File: config.mk
export PLATFORM = sky130hd
export DESIGN_NAME = axi_dma_w_ctrl
export DESIGN_NICKNAME = d
export VERILOG_FILES = /design/src/rtl/axi_dma_pkg.sv /design/src/rtl/axi_dma_w_ctrl.sv
export SDC_FILE = /design/constraint.sdc
export NUM_CORES = 1
export LEC_CHECK = 0
export CORE_MARGIN = 2
export CORE_UTILIZATION = 40
export CTS_CLUSTER_SIZE = 14
export DETAILED_ROUTE_END_ITERATION = 7
export PLACE_DENSITY = 0.82
export SYNTH_ARGS = -nofsm -noshare
export SYNTH_HDL_FRONTEND = slang
export SYNTH_SLANG_ARGS = --single-unit
File: constraint.sdc
create_clock -name apb_clk -period 1.82 [get_ports apb_clk]
set_input_delay 0.182 -clock apb_clk [delete_from_list [all_inputs] [get_ports apb_clk]]
set_output_delay 0.182 -clock apb_clk [all_outputs]
set_load 0.02 [all_outputs]
File: src/rtl/axi_dma_pkg.sv
// Shared definitions for the AXI DMA write-channel control block:
// register offsets, bit positions, FSM states and the transfer descriptor.
package axi_dma_pkg;

  localparam int unsigned ADDR_CR      = 'h00;
  localparam int unsigned ADDR_SRC_LSB = 'h04;
  localparam int unsigned ADDR_SRC_MSB = 'h08;
  localparam int unsigned ADDR_DST_LSB = 'h0C;
  localparam int unsigned ADDR_DST_MSB = 'h10;
  localparam int unsigned ADDR_LEN     = 'h14;
  localparam int unsigned ADDR_SR      = 'h18;

  localparam int CR_START  = 0;
  localparam int CR_IRQ_EN = 1;
  localparam int SR_BUSY   = 0;
  localparam int SR_DONE   = 1;
  localparam int SR_ERR    = 2;

  typedef enum logic [1:0] {IDLE, REQ, BUSY} TYPE_DMA_STATE;

  typedef struct packed {
    logic [63:0] src;
    logic [63:0] dst;
    logic [31:0] len;
  } dma_desc_t;

endpackage

File: src/rtl/axi_dma_w_ctrl.sv
// APB3 register front-end for the DMA write engine: register file, APB decode,
// descriptor launch FSM and done/err status with a level interrupt.
module axi_dma_w_ctrl
  import axi_dma_pkg::*;
#(
  parameter int APB_AW = 12,
  parameter int AXI_AW = 32,
  parameter int RAM_AW = 20
) (
  input  logic              apb_clk,
  input  logic              apb_reset_n,
  input  logic              psel,
  input  logic              penable,
  input  logic              pwrite,
  input  logic [APB_AW-1:0] paddr,
  input  logic [31:0]       pwdata,
  output logic [31:0]       prdata,
  output logic              pready,
  output logic              pslverr,
  output logic              cmd_valid,
  input  logic              cmd_ready,
  output logic [RAM_AW-1:0] cmd_src,
  output logic [AXI_AW-1:0] cmd_dst,
  output logic [31:0]       cmd_len,
  input  logic              dma_done,
  input  logic              dma_err,
  output logic              irq
);

  TYPE_DMA_STATE state, state_nxt;

  logic        cr_irq_en;
  logic [31:0] src_lsb, src_msb, dst_lsb, dst_msb, len;
  logic        sr_done, sr_err;
  logic [31:0] dst_msb_rd;
  dma_desc_t   desc;

  logic [APB_AW-1:0] word_addr;
  logic access, wr, rd, busy, cfg_wr, cfg_sel, mapped, start_cmd, len_zero;
  logic sel_cr, sel_src_l, sel_src_m, sel_dst_l, sel_dst_m, sel_len, sel_sr;
  logic done_set, done_clr, err_set, err_clr;

  assign word_addr = paddr & ~APB_AW'(3);
  assign sel_cr    = (word_addr == APB_AW'(ADDR_CR));
  assign sel_src_l = (word_addr == APB_AW'(ADDR_SRC_LSB));
  assign sel_src_m = (word_addr == APB_AW'(ADDR_SRC_MSB));
  assign sel_dst_l = (word_addr == APB_AW'(ADDR_DST_LSB));
  assign sel_dst_m = (word_addr == APB_AW'(ADDR_DST_MSB));
  assign sel_len   = (word_addr == APB_AW'(ADDR_LEN));
  assign sel_sr    = (word_addr == APB_AW'(ADDR_SR));
  assign cfg_sel   = sel_cr | sel_src_l | sel_src_m | sel_dst_l | sel_dst_m | sel_len;
  assign mapped    = cfg_sel | sel_sr;

  assign access    = psel & penable;
  assign wr        = access & pwrite;
  assign rd        = access & ~pwrite;
  assign busy      = (state != IDLE);
  // Configuration is frozen while a transfer is in flight so cmd_* stay stable.
  assign cfg_wr    = wr & ~busy;
  assign len_zero  = (len == 32'd0);
  assign start_cmd = cfg_wr & sel_cr & pwdata[CR_START];

  assign pready  = 1'b1;
  assign pslverr = access & (~mapped | (pwrite & busy & cfg_sel));

  assign dst_msb_rd = (AXI_AW > 32) ? dst_msb : 32'd0;
  assign desc       = '{src: {src_msb, src_lsb}, dst: {dst_msb_rd, dst_lsb}, len: len};
  assign cmd_src    = RAM_AW'(desc.src);
  assign cmd_dst    = AXI_AW'(desc.dst);
  assign cmd_len    = desc.len;
  assign cmd_valid  = (state == REQ);

  always_comb begin
    state_nxt = state;
    case (state)
      IDLE:    if (start_cmd && !len_zero) state_nxt = REQ;
      REQ:     if (cmd_ready) state_nxt = BUSY;
      BUSY:    if (dma_done) state_nxt = IDLE;
      default: state_nxt = IDLE;
    endcase
  end

  always_ff @(posedge apb_clk or negedge apb_reset_n) begin
    if (!apb_reset_n) state <= IDLE;
    else              state <= state_nxt;
  end

  // Status events take priority over a W1C landing in the same cycle.
  assign done_set = (start_cmd & len_zero) | ((state == BUSY) & dma_done);
  assign err_set  = (state == BUSY) & dma_err;
  assign done_clr = (wr & sel_sr & pwdata[SR_DONE]) | (start_cmd & ~len_zero);
  assign err_clr  = (wr & sel_sr & pwdata[SR_ERR])  | (start_cmd & ~len_zero);

  always_ff @(posedge apb_clk or negedge apb_reset_n) begin
    if (!apb_reset_n) begin
      cr_irq_en <= 1'b0;
      src_lsb   <= '0;
      src_msb   <= '0;
      dst_lsb   <= '0;
      dst_msb   <= '0;
      len       <= '0;
      sr_done   <= 1'b0;
      sr_err    <= 1'b0;
      irq       <= 1'b0;
    end else begin
      if (cfg_wr && sel_cr)    cr_irq_en <= pwdata[CR_IRQ_EN];
      if (cfg_wr && sel_src_l) src_lsb   <= pwdata;
      if (cfg_wr && sel_src_m) src_msb   <= pwdata;
      if (cfg_wr && sel_dst_l) dst_lsb   <= pwdata;
      if (cfg_wr && sel_dst_m && AXI_AW > 32) dst_msb <= pwdata;
      if (cfg_wr && sel_len)   len       <= pwdata;
      if (done_set)      sr_done <= 1'b1;
      else if (done_clr) sr_done <= 1'b0;
      if (err_set)       sr_err  <= 1'b1;
      else if (err_clr)  sr_err  <= 1'b0;
      irq <= cr_irq_en & (sr_done | sr_err);
    end
  end

  always_comb begin
    prdata = 32'd0;
    if (rd) begin
      if (sel_cr)    prdata = {30'd0, cr_irq_en, 1'b0};
      if (sel_src_l) prdata = src_lsb;
      if (sel_src_m) prdata = src_msb;
      if (sel_dst_l) prdata = dst_lsb;
      if (sel_dst_m) prdata = dst_msb_rd;
      if (sel_len)   prdata = len;
      if (sel_sr)    prdata = {29'd0, sr_err, sr_done, busy};
    end
  end

endmodule

==> impl_metrics.env <==
export IMPL_routabilityCongestion=0.891
export IMPL_synth_top_area_share_pct=51.9
export IMPL_rsz0062_at_grt="yes"
export IMPL_synth_compound_area_share_pct=9.62
export IMPL_first_global_vias=5919
export IMPL_synth_edf_count=0
export IMPL_syn_area_per_cell_um2=11.7
export IMPL_status="finished with violations"
export IMPL_violations="setup timing"
export IMPL_period_minus_slack_ns=2.17
export IMPL_place_hpwl_mm=13.5
export IMPL_drt_pass1_iter_count=5
export IMPL_wire_per_inst_um=21.9
export IMPL_worstPathCellList="buf_6 -> or4_4 -> buf_6 -> nor4_4 -> buf_6 -> buf_12 -> buf_12 -> nand2_4 -> o41ai_4 -> buf_4"
export IMPL_insertion_delay_ns=0.42
export IMPL_max_stage_delay_ns=0.56
export IMPL_ys_ff_latch=134
export IMPL_slew_headroom_pct=64.6
export IMPL_wl_met2_mm=11.5
export IMPL_utilization_pct=67.9
export IMPL_antenna_cells=0
export IMPL_fin_ws_ns=-0.346
export IMPL_synthDistinctLibCells=41
export IMPL_criticalPathCategory="input pin to primary output"
export IMPL_fillers=1060
export IMPL_postPlaceCellArea_mm2=0.00932
export IMPL_row_count=46
export IMPL_finClkSkew_ns=0.00732
export IMPL_clock_path_buffers=2
export IMPL_dp_slack_ns=-1.01
export IMPL_die_area_mm2=0.0172
export IMPL_ys_flop_type="dfrtp_1"
export IMPL_synth_fa_ha_area_share_pct=0
export IMPL_synthSimpleGateAreaFrac_pct=10.2
export IMPL_design_area_mm2=0.0107
export IMPL_grt_pass1_wl_mm=31.5
export IMPL_synth_most_common_cell="dfrtp_1"
export IMPL_crit_top_cell="buf_6"
export IMPL_synth_mux_area_share_pct=23.0
export IMPL_period_share_pct=119
export IMPL_synth_xor_area_share_pct=0
export IMPL_top_layer="met4"
export IMPL_syn_area_mm2=0.00646
export IMPL_cts_made_buffers=17
export IMPL_synth_area_top_cells="dfrtp_1, mux2_2, nor2_1, o41ai_1, a21oi_1"
export IMPL_arrival_ns=1.98
export IMPL_area_growth_pct=66.3
export IMPL_synth_top_family_by_area="multiplexers"
export IMPL_path_clk_slew_ns=0.06
export IMPL_wirelength_mm=22.2
export IMPL_drive_gt1_share_pct=48.8
export IMPL_cap_violations=0
export IMPL_cts_tree="yes"
export IMPL_fmax_mhz=462
export IMPL_setup_viol=47
export IMPL_track_usage_pct=24.4
export IMPL_core_mm2=0.0158
export IMPL_yosysTopAreaCell="dfrtp_1"
export IMPL_start_util_pct=40.8
export IMPL_synth_warning_count=0
export IMPL_setup_tns_final_ns=-9.77
export IMPL_grt_max_degree=55
export IMPL_die_w_um=131
export IMPL_synth_common_cells="dfrtp_1, mux2_2, nor2_1, a21oi_1, nand2_1"
export IMPL_drc=0
export IMPL_maxSlewViolCount=0
export IMPL_end_kind="primary output"
export IMPL_cellPowerDensity_mw_per_mm2=653
export IMPL_ys_seq_area_share_pct=51.9
export IMPL_num_vias=5628
export IMPL_ioPinCount=172
export IMPL_synthArstFlopShare_pct=100
export IMPL_tightest_slew_ns=0.527
export IMPL_crit_fanout=6
export IMPL_vias_per_cell=5.57
export IMPL_clock_sinks=134
export IMPL_drt_iter0_drc=322
export IMPL_htree_levels=4
export IMPL_antenna_found_initial=0
export IMPL_met1_length_mm=8.67
export IMPL_nets=834
export IMPL_syn_inst=550
export IMPL_grt_ovfl_total=0
export IMPL_crit_required_ns=1.64
export IMPL_hold_path_class="input pin to async pin"
export IMPL_ir_worst_vdd_mv=0.572
export IMPL_crit_path_start_kind="input pin"
export IMPL_ant_nets=0
export IMPL_hold_ws_ns=0.252
export IMPL_fp_dieH_um=131
export IMPL_syn_num_nets=602
export IMPL_slowest_stage="or4_4"
export IMPL_finalHoldViolations=0
export IMPL_portBuffers=168
export IMPL_cts_root_buf="clkbuf_16"
export IMPL_wl_met3_mm=1.35
export IMPL_leakage_uw=0.00520
==> report_power, final <==
| part | leakage, uW | total (uW) | switching (uW) | internal (uW) |
|---|---|---|---|---|
| Clock | 0.000284 | 3470 | 1310 | 2160 |
| Sequential | 0.00186 | 3010 | 15.1 | 3000 |
| Combinational | 0.00305 | 538 | 310 | 228 |
==> flip-flops by register name (all words and copies together) (netlist names) <==
signal / count
cmd_dst: 32
cmd_len: 32
src_lsb: 32
src_msb: 32
state: 2
cr_irq_en: 1
irq: 1
sr_done: 1
sr_err: 1
==> cells by family after synthesis <==
family	Yosys count
DFF	134
muxes	131
buffers and inverters	61
and+or+nand+nor	142
AOI/OAI and AO/OA	81
other	1
==> final timing paths <==
check                                   end  cells after the start        start  slack [ns]
min in group apb_clk               state[1]                      2     dma_done        0.34
worst max-delay path              prdata[5]                     10     paddr[8]       -0.35
worst min-delay path             src_msb[1]                      2  apb_reset_n        0.25
worst min register to register   src_msb[1]                      1   src_msb[1]        0.51
max in group asynchronous       cmd_len[22]                      3  apb_reset_n        0.94
worst max register to register     state[0]                      6   cmd_len[7]           0
==> layout make-up <==
cell class / instances / area, um2 / share of cell area [%]
Clock buffer: 21 / 480 / 4.47
Timing Repair Buffer: 268 / 2800 / 26.1
Sequential cell: 134 / 3360 / 31.2
Tap cell: 216 / 270 / 2.52
Inverter: 6 / 22.5 / 0.210
Clock inverter: 11 / 121 / 1.13
Multi-Input combinational cell: 355 / 3690 / 34.3
==> metrics by stage <==
step / power, uW / std cells
after floorplan: 3230 / 550
after global placement: 3540 / 949
after detailed placement: 3550 / 949
after CTS: 7000 / 995
after global routing: 7250 / 1011
final: 7020 / 1011
==> layer usage <==
| metal | GRT usage (%) | up-vias |
|---|---|---|
| li1 | - | 2426 |
| met5 | 0 | - |
| met2 | 42.9 | 246 |
| met3 | 5.11 | 51 |
| met4 | 9.07 | 0 |
| met1 | 29.7 | 2905 |
==> worst max-delay path, delay by kind of cell <==
| family | cells | cell delay [ns] |
|---|---|---|
| compound gates | 1 | 0.06 |
| simple gates | 3 | 0.85 |
| buf+inv | 6 | 0.89 |
==> placed cells by master (no fill, tap or decap), types with 4 or more instances in the layout <==
cell type / instances
dfrtp_1: 131
clkdlybuf4s50_1: 119
mux2_2: 96
buf_4: 86
nor2_1: 61
a21oi_1: 33
mux2_4: 32
o41ai_4: 30
buf_12: 21
clkbuf_16: 20
buf_6: 20
nand2_4: 16
nand2_2: 9
nand2_1: 9
inv_1: 6
nand4_1: 5
nor4_1: 5
clkinvlp_4: 5
buf_2: 5
nor4_4: 4
nand3b_1: 4
nand2b_1: 4
a31oi_1: 4
clkbuf_8: 4
dlygate4sd2_1: 4
==> what timing repair did <==
item,CTS,global route
endpoints found under the hold margin,34,0
hold buffers,1,0
buffers inserted,8,13
cloned,5,4
setup endpoints to repair,164,163
gates resized for setup,255,81
pin swaps,16,9
No activity file was read; power rests on OpenSTA's default activity.
